===== config.mk =====
export PLATFORM = sky130hd
export DESIGN_NAME = regfile_write_arbiter_flat
export DESIGN_NICKNAME = d
export VERILOG_FILES = /design/src/rtl/regfile_write_arbiter_if.sv /design/src/rtl/regfile_write_arbiter.sv /design/src/flat_wrapper.sv
export SDC_FILE = /design/constraint.sdc
export NUM_CORES = 1
export LEC_CHECK = 0
export CORE_MARGIN = 5
export CORE_UTILIZATION = 23
export DETAILED_ROUTE_END_ITERATION = 7
export PLACE_DENSITY_LB_ADDON = 0.12
export SYNTH_ARGS = -nofsm -noshare
export SYNTH_HDL_FRONTEND = slang
export SYNTH_SLANG_ARGS = --single-unit

===== constraint.sdc =====
create_clock -name clk -period 9.1 [get_ports clk]
set_input_delay 1.365 -clock clk [delete_from_list [all_inputs] [get_ports clk]]
set_output_delay 1.365 -clock clk [all_outputs]
set_load 0.02 [all_outputs]

===== src/rtl/regfile_write_arbiter_if.sv =====
// Writeback/multi-cycle-result bus of the GPR write-port arbiter.
// Macro REGFILE_ARB_STATS_EN adds the defer_count_out statistics signal.
interface regfile_write_arbiter_if;
  logic        wb_enable;
  logic [4:0]  wb_idx;
  logic [31:0] wb_data;
  logic        mdu_valid;
  logic [4:0]  mdu_idx;
  logic [31:0] mdu_data;
  logic        mdu_ready;
  logic        write_enable;
  logic [4:0]  write_idx;
  logic [31:0] write_data;
  logic        buffer_full_out;
`ifdef REGFILE_ARB_STATS_EN
  logic [15:0] defer_count_out;

  modport master (
    output wb_enable, wb_idx, wb_data, mdu_valid, mdu_idx, mdu_data,
    input  mdu_ready, write_enable, write_idx, write_data, buffer_full_out,
    input  defer_count_out
  );
  modport slave (
    input  wb_enable, wb_idx, wb_data, mdu_valid, mdu_idx, mdu_data,
    output mdu_ready, write_enable, write_idx, write_data, buffer_full_out,
    output defer_count_out
  );
`else
  modport master (
    output wb_enable, wb_idx, wb_data, mdu_valid, mdu_idx, mdu_data,
    input  mdu_ready, write_enable, write_idx, write_data, buffer_full_out
  );
  modport slave (
    input  wb_enable, wb_idx, wb_data, mdu_valid, mdu_idx, mdu_data,
    output mdu_ready, write_enable, write_idx, write_data, buffer_full_out
  );
`endif
endinterface


===== src/rtl/regfile_write_arbiter.sv =====
// Single GPR write port shared by pipeline writeback and a 2-deep buffer of mul/div results.
// Macro REGFILE_ARB_STATS_EN adds a saturating count of cycles the buffer was deferred.
module regfile_write_arbiter (
  input logic                    clk,
  input logic                    reset,
  regfile_write_arbiter_if.slave bus
);
  typedef enum logic [1:0] {EMPTY = 2'd0, ONE = 2'd1, FULL = 2'd2} occ_t;

  occ_t        state_r;
  occ_t        state_s;
  logic [4:0]  idx0_r, idx1_r, idx0_s, idx1_s;
  logic [31:0] data0_r, data1_r, data0_s, data1_s;
  logic        write_enable_r;
  logic [4:0]  write_idx_r;
  logic [31:0] write_data_r;
  logic        wb_take_s, mdu_live_s, has0_s, has1_s, keep0_s, keep1_s;
  logic        pop_s, bypass_s, push_s, sel_en_s;
  logic [4:0]  sel_idx_s;
  logic [31:0] sel_data_s;
  logic [1:0]  cnt_s;

  // Port grant by priority and next buffer contents (invalidate, pop, compact, push)
  always_comb begin
    wb_take_s  = bus.wb_enable && (bus.wb_idx != 5'd0);
    mdu_live_s = bus.mdu_valid && (state_r != FULL) && (bus.mdu_idx != 5'd0);
    has0_s     = (state_r != EMPTY);
    has1_s     = (state_r == FULL);
    // A same-cycle pipeline write to the same register supersedes the older buffered result
    keep0_s    = has0_s && !(wb_take_s && (idx0_r == bus.wb_idx));
    keep1_s    = has1_s && !(wb_take_s && (idx1_r == bus.wb_idx));
    pop_s      = !wb_take_s && has0_s;
    bypass_s   = !wb_take_s && !has0_s && mdu_live_s;
    push_s     = mdu_live_s && !bypass_s;

    sel_en_s   = 1'b0;
    sel_idx_s  = 5'd0;
    sel_data_s = 32'd0;
    if (wb_take_s) begin
      sel_en_s   = 1'b1;
      sel_idx_s  = bus.wb_idx;
      sel_data_s = bus.wb_data;
    end else if (pop_s) begin
      sel_en_s   = 1'b1;
      sel_idx_s  = idx0_r;
      sel_data_s = data0_r;
    end else if (bypass_s) begin
      sel_en_s   = 1'b1;
      sel_idx_s  = bus.mdu_idx;
      sel_data_s = bus.mdu_data;
    end else begin
      sel_en_s   = 1'b0;
    end

    idx0_s  = idx0_r;
    data0_s = data0_r;
    idx1_s  = idx1_r;
    data1_s = data1_r;
    cnt_s   = 2'd0;
    if (keep0_s && !pop_s) begin
      cnt_s = 2'd1;
      if (keep1_s) begin
        cnt_s = 2'd2;
      end else begin
        cnt_s = 2'd1;
      end
    end else if (keep1_s) begin
      idx0_s  = idx1_r;
      data0_s = data1_r;
      cnt_s   = 2'd1;
    end else begin
      cnt_s = 2'd0;
    end

    if (push_s) begin
      if (cnt_s == 2'd0) begin
        idx0_s  = bus.mdu_idx;
        data0_s = bus.mdu_data;
      end else begin
        idx1_s  = bus.mdu_idx;
        data1_s = bus.mdu_data;
      end
      cnt_s = cnt_s + 2'd1;
    end else begin
      cnt_s = cnt_s;
    end

    case (cnt_s)
      2'd0:    state_s = EMPTY;
      2'd1:    state_s = ONE;
      2'd2:    state_s = FULL;
      default: state_s = EMPTY;
    endcase
  end

  // Buffer state and registered write port; index/data hold while the port is idle
  always_ff @(posedge clk or posedge reset) begin
    if (reset) begin
      state_r        <= EMPTY;
      idx0_r         <= 5'd0;
      idx1_r         <= 5'd0;
      data0_r        <= 32'd0;
      data1_r        <= 32'd0;
      write_enable_r <= 1'b0;
      write_idx_r    <= 5'd0;
      write_data_r   <= 32'd0;
    end else begin
      state_r        <= state_s;
      idx0_r         <= idx0_s;
      idx1_r         <= idx1_s;
      data0_r        <= data0_s;
      data1_r        <= data1_s;
      write_enable_r <= sel_en_s;
      if (sel_en_s) begin
        write_idx_r  <= sel_idx_s;
        write_data_r <= sel_data_s;
      end
    end
  end

  assign bus.mdu_ready       = (state_r != FULL);
  assign bus.buffer_full_out = (state_r == FULL);
  assign bus.write_enable    = write_enable_r;
  assign bus.write_idx       = write_idx_r;
  assign bus.write_data      = write_data_r;

`ifdef REGFILE_ARB_STATS_EN
  logic [15:0] defer_count_r;

  // Saturating count of cycles the buffer held data but lost the port
  always_ff @(posedge clk or posedge reset) begin
    if (reset) begin
      defer_count_r <= 16'd0;
    end else if (has0_s && !pop_s && (defer_count_r != 16'hFFFF)) begin
      defer_count_r <= defer_count_r + 16'd1;
    end
  end

  assign bus.defer_count_out = defer_count_r;
`endif
endmodule


===== src/flat_wrapper.sv =====
// flat-port wrapper written by rule: the top's interface ports become plain ports
module regfile_write_arbiter_flat 
  (clk, reset, bus_wb_enable, bus_wb_idx, bus_wb_data, bus_mdu_valid, bus_mdu_idx, bus_mdu_data, bus_mdu_ready, bus_write_enable, bus_write_idx, bus_write_data, bus_buffer_full_out);
  regfile_write_arbiter_if bus_i ();
  input logic clk;
  input logic reset;
  input wire logic [$bits(bus_i.wb_enable)-1:0] bus_wb_enable;
  input wire logic [$bits(bus_i.wb_idx)-1:0] bus_wb_idx;
  input wire logic [$bits(bus_i.wb_data)-1:0] bus_wb_data;
  input wire logic [$bits(bus_i.mdu_valid)-1:0] bus_mdu_valid;
  input wire logic [$bits(bus_i.mdu_idx)-1:0] bus_mdu_idx;
  input wire logic [$bits(bus_i.mdu_data)-1:0] bus_mdu_data;
  output wire logic [$bits(bus_i.mdu_ready)-1:0] bus_mdu_ready;
  output wire logic [$bits(bus_i.write_enable)-1:0] bus_write_enable;
  output wire logic [$bits(bus_i.write_idx)-1:0] bus_write_idx;
  output wire logic [$bits(bus_i.write_data)-1:0] bus_write_data;
  output wire logic [$bits(bus_i.buffer_full_out)-1:0] bus_buffer_full_out;
  assign bus_i.wb_enable = bus_wb_enable;
  assign bus_i.wb_idx = bus_wb_idx;
  assign bus_i.wb_data = bus_wb_data;
  assign bus_i.mdu_valid = bus_mdu_valid;
  assign bus_i.mdu_idx = bus_mdu_idx;
  assign bus_i.mdu_data = bus_mdu_data;
  assign bus_mdu_ready = bus_i.mdu_ready;
  assign bus_write_enable = bus_i.write_enable;
  assign bus_write_idx = bus_i.write_idx;
  assign bus_write_data = bus_i.write_data;
  assign bus_buffer_full_out = bus_i.buffer_full_out;
  regfile_write_arbiter u_core (.clk(clk), .reset(reset), .bus(bus_i));
endmodule

After elaboration in Yosys (flattened, before gate mapping). Cells that the tools add are included.

Flip-flop bits (word level): 114. Input bits: 78. Logic and storage cells: 61.

Add/subtract/negate cells: 1. Eq/ne operators: 6. Multiplexer cells: 22. Bitwise gates (word level): 1. Reduce and logical (&&, ||, !) cells: 23.

Operators by type and width (number): 32-bit 2-to-1 mux (7); 5-bit 2-to-1 mux (7); 1-bit logical AND (12); 5-bit == test (2); 5-bit nonzero test (2); 1-bit zero test (6); 2-bit 2-to-1 mux (3); 2-bit == test (second input constant) (2); 1-bit 2-to-1 mux (4); 2-bit case mux with 2 select lines (1); 2-bit by 1-bit adder with 2-bit output (second input constant) (1); 2-bit by 1-bit == test with 1-bit output (second input constant) (1); 2-bit zero test (1); 2-bit != test (second input constant) (1); 2-bit AND reduction (1); 2-bit nonzero test (1); 1-bit inverter (1).

Logic depth before layout (Yosys ltp).
Word-level depth: 11. Mapped depth: 12. Depth with buffers taken out: 10.

Least setup slack after synthesis. No wires, ideal clock.

Kind: input to register. Start: input port bus_wb_idx[2]. End: register u_core.data1_r[10]. Setup time: 0.125 ns. Arrival time: 2.997 ns. Data required time: 8.975 ns. Slack: 5.978 ns. Stages on the path: 10. Buffers on the path: 1. Cells stage by stage: nor3_1 > nand2_1 > nand2_1 > nor2_1 > nor2_1 > inv_1 > ha_1 > nor2_4 > buf_6 > mux2_4.

Longest elaborated chain between the ends: 10. Elaborated cells on any way between the ends: 24. Classes of those cells: 2 x eq/ne; 3 x mux; 1 x bitwise; 18 x reduce/logical.

Ends and longest elaborated chain: from (decl) (line flat_wrapper.sv:8) `input wire logic [$bits(bus_i.wb_idx)-1:0] bus_wb_idx;`; 5-bit nonzero test (line regfile_write_arbiter.sv:25) `wb_take_s = bus.wb_enable && (bus.wb_idx != 5'd0);`; 1-bit logical AND (line regfile_write_arbiter.sv:25); 1-bit logical AND (tied with other cells) (line regfile_write_arbiter.sv:31) `keep1_s = has1_s && !(wb_take_s && (idx1_r == bus.wb_idx));`; 1-bit zero test (tied with other cells) (line regfile_write_arbiter.sv:31); 1-bit logical AND (tied with other cells) (line regfile_write_arbiter.sv:31); 1-bit 2-to-1 mux (tied with other cells) (line regfile_write_arbiter.sv:67) `end else if (keep1_s) begin`; 2-bit 2-to-1 mux (line regfile_write_arbiter.sv:60) `if (keep0_s && !pop_s) begin`; 2-bit zero test (line regfile_write_arbiter.sv:76) `if (cnt_s == 2'd0) begin`; 1-bit inverter (no line); 2-bit AND reduction (no line) (*); to (signal assigned) (line regfile_write_arbiter.sv:112) `data1_r <= data1_s;`; to (decl) (line regfile_write_arbiter.sv:13) `logic [31:0] data0_r, data1_r, data0_s, data1_s;`.

Mark *: on every way between the ends. The rest lies on a longest branch, timed or not. A chain may end at the register's enable or synchronous reset.

Worst setup path after layout.
Start: input port bus_wb_idx[2]. End: register u_core.data1_r[30].

The elaborated chain is that of the path after synthesis.

==> metrics.md <==
| Metric | Value |
|---|---|
| Cell chosen for the clock root | `clkbuf_16` |
| Net count after synthesis | `540` |
| Signal arrival time at the worst endpoint | `4700 ps` |
| Placement Rows | `56` |
| Post-Route Utilization | `31.91%` |
| CTS H-Tree Depth | `4` |
| Worst Setup Start Kind | `input port` |
| Vias per cell | `approximately 4.7` |
| Wire length on met2 | `around 7600 um` |
| Via count | `~4200` |
| Length of the first detailed-routing pass in iterations | `7` |
| Static leakage power | `2.928 nW` |
| Total core area | `approximately 23000 sq um` |
| Routability Congestion | `~0.74` |
| Setup slack after placement | `4221 ps` |
| Metal1 wirelength | `8303 um` |
| Setup repair after global routing missed its margin | `no` |
| Later-pin clock latency in the skew report | `roughly 410 ps` |
| Overall track demand over capacity in global routing | `roughly 13%` |
| Drt wl/cell | `approximately 19 um` |
| Maximum number of pins on one net before global-route repair | `~70` |
| Min Clock Period, post-route | `approximately 4400 ps` |
| Detailed placement HPWL | `about 11000 um` |
| Total routed wirelength | `~17000 um` |
| Layout overhead on the synthesized area | `36.78%` |
| Internal | `between 1 and 1.5 mW` |
| Final setup skew | `between 9 and 10 ps` |
| Chip Width | `164.1 um` |
| Setup TNS | `0 ps` |
| Sequence of cells on the critical path | `clkdlybuf4s50_1 -> nor3_1 -> nand2_1 -> nand2_1 -> nor2_1 -> nor2_1 -> inv_1 -> ha_1 -> nor2_4 -> buf_4 -> mux2_4` |
| NetSw | `around 0.65 mW` |
| Initial core utilization | `between 20% and 30%` |
| Capture point of the critical path | `u_core.data1_r[30]` |
| Switching part of the total | `between 30% and 40%` |
| Final cycle utilization of the critical path | `approximately half` |
| Ys async rst share | `between 90% and 100%` |
| Average size of a mapped cell | `between 10 and 15 sq um` |
| 1st-iter DRT viols | `231` |
| Overall power after layout | `2.114 mW` |
| Via count of the first global-routing pass | `4557` |
| Post-route design area | `7468 sq um` |
| Cell area reported after detailed placement | `6882 sq um` |
| Status | `completed` |
| Die height | `around 160 um` |
| Terminus of the critical flop-to-flop path | `u_core.data1_r[30]` |
| Number of setup buffers added after CTS | `0` |
| Final number of max-transition violations | `0` |
| Top Ports | `roughly 120` |
| Type of the setup path with the least slack | `in -> reg` |
| Layout filler cell count | `2400` |
| Number of antenna-violating nets in the routed design | `0` |
| Antenna violations before repair | `0` |
| Number of storage elements in the synthesis netlist | `~110` |
| Critical path's largest stage delay | `approximately 800 ps` |
| Clock Power Share | `approximately a third` |
| First-pass GRT wire length | `between 20000 and 30000 um` |
| Power per cell area | `roughly 280 nW/um^2` |
| Layout cells sized above 1 | `~15%` |
| Hold-fix buffers at CTS | `0` |
| Highest routing layer actually used | `met4` |
| Warnings, synthesis | `0` |
| Final number of setup-violating endpoints | `0` |
| Worst max-slew margin expressed relative to the limit | `around a quarter` |
| Startpoint of the lowest-slack register-to-register path | `u_core.state_r[0]` |
| Final hold vios | `0` |
| Inserted Clock Buffers | `17` |
| Inst Count DP | `approximately 860` |
| Count of flip-flops with a built-in enable after synthesis | `0` |
| CP required | `between 9000 and 10000 ps` |
| CTS Buffer Depth | `2` |
| Diodes inserted | `0` |
| Worst Hold Slack | `between 400 and 500 ps` |
| Remaining Overflow, GRT | `0` |
| Flop pwr share | `38.4%` |
| Start point of the critical path | `bus_wb_idx[2]` |
| CP max stage cell | `nor2_4` |
| Largest fanout on the critical path | `25` |
| Number of distinct standard cells referenced by the synthesized netlist | `36` |
| Transition time of the tightest slew-check pin | `roughly 1100 ps` |
| Layout net count | `around 650` |
| Worst min path class | `reg -> reg` |
| Sequential-to-total area share from yosys stat | `52.25%` |
| Reg2reg path depth | `6` |
| Combinational share of power | `30.0%` |
| Setup ws final | `between 4000 and 5000 ps` |
| Clock Sink Count | `114` |
| Final std cells w/o fill | `just under 900` |
| Total Die Area | `~27000 sq um` |
| Synthesized area | `5460 sq um` |
| Number of remaining DRC errors | `0` |
| Syn Inst Count | `approximately 460` |
| Worst reg-to-reg setup slack | `5810 ps` |
| Peak supply drop | `around 0.12 mV` |
| Type of element capturing the critical path | `flip-flop` |
| CTS clk-pin slew, worst paths | `50 ps` |
| Count of instances resized after the clock tree is built | `0` |
| Maximum achievable frequency | `227.1 MHz` |
| Total met3 wirelength after detailed routing | `between 900 and 1000 um` |
| Number of maximum-capacitance constraint violations | `0` |
| Flip-flop cell with the highest count after synthesis | `dfrtp_1` |
| TritonCTS clock tree | `built` |
| Port buffer count | `about 120` |
[power groups by stage]
stage               Clock (mW)  Sequential (mW)  Combinational (mW)
floorplan                    0            0.842               0.386
global route             0.710            0.835               0.684
detailed placement           0            0.817               0.640
finish                   0.668            0.813               0.633
CTS                      0.686            0.812               0.643
global placement             0            0.814               0.632
[registers in the layout, summed over array words and instances, names as in the netlist]
register	count
u_core.data0_r	32
u_core.bus.write_data	32
u_core.idx1_r	5
u_core.bus.write_idx	5
u_core.state_r	2
u_core.idx0_r	5
u_core.bus.write_enable	1
u_core.data1_r	32
[how the worst min path moves through the flow]
| stage | start | depth (start not counted) | endpoint | slack (ps) |
|---|---|---|---|---|
| 2_1_floorplan | u_core.data0_r[10] | 1 | u_core.data0_r[10] | 460 |
| 3_3_place_gp | u_core.data0_r[21] | 1 | u_core.data0_r[21] | 470 |
| 3_5_place_dp | u_core.data0_r[21] | 1 | u_core.data0_r[21] | 480 |
| 4_1_cts | u_core.data0_r[5] | 1 | u_core.data0_r[5] | 490 |
| 5_1_grt | u_core.data0_r[14] | 1 | u_core.data0_r[14] | 500 |
| 6_report | u_core.data0_r[25] | 1 | u_core.data0_r[25] | 490 |
[cells in the final DEF (no fill, tap or decap), types with 4 or more instances in the layout]
| cell type | count |
|---|---|
| nand3_1 | 37 |
| nand2_1 | 40 |
| xor2_1 | 5 |
| mux2_4 | 30 |
| clkdlybuf4s50_1 | 117 |
| xnor2_1 | 5 |
| dfrtp_1 | 114 |
| clkbuf_16 | 17 |
| clkbuf_8 | 4 |
| a21oi_1 | 37 |
| o22a_1 | 37 |
| mux2_2 | 7 |
| nor2_1 | 4 |
| buf_4 | 6 |
| o21a_1 | 37 |
| inv_1 | 4 |
| clkinv_2 | 6 |
| a221o_1 | 37 |
[critical path, delay by kind of cell]
kind / cells / cell delay, ps
adder cells (fa/ha/maj): 1 / 250
buffers and inverters: 3 / 1030
multiplexers: 1 / 330
AND/OR/NAND/NOR: 6 / 1680
[layout make-up]
cell class | count | area, sq um | share of cell area, %
clock buffer | 21 | 480.5 | 6.433
clock inverter | 10 | 106.4 | 1.424
inverter | 5 | 21.27 | 0.2848
multi-input combinational | 303 | 2392 | 32.03
sequential | 114 | 2853 | 38.20
tap | 319 | 399.1 | 5.344
timing repair buffer | 123 | 1216 | 16.28
[logic make-up (layout without fill, tap and decap cells)]
| kind of cell | count (synthesis) | in the layout | share of synthesized area (%) |
|---|---|---|---|
| AO/OA/AOI/OAI | 155 | 155 | 22.50 |
| flip-flops | 114 | 114 | 52.25 |
| AND/OR/NAND/NOR | 98 | 98 | 8.593 |
| buffers and inverters | 42 | 159 | 4.675 |
| multiplexers | 37 | 37 | 9.693 |
| XOR/XNOR | 10 | 10 | 1.604 |
| adder cells (fa/ha/maj) | 3 | 3 | 0.6875 |
[synth_stat cells (7+ instances only)]
cell	count	area, sq um
o21a_1	38	285.3
a21oi_1	37	185.2
nand3_1	37	185.2
clkbuf_1	14	52.55
mux2_2	7	78.83
buf_2	9	45.04
dfrtp_1	114	2853
nand2_1	40	150.1
a221o_1	37	370.4
buf_6	10	112.6
o22a_1	37	324.1
mux2_4	30	450.4
[per-layer routing]
| layer | GRT usage (%) | up-vias |
|---|---|---|
| met3 | 3.990 | 9 |
| met2 | 20.00 | 120 |
| met1 | 17.62 | 2147 |
| met4 | 3.241 | 0 |
| li1 | - | 1941 |
| met5 | 0 | - |
(Power assumes the default switching activity.)
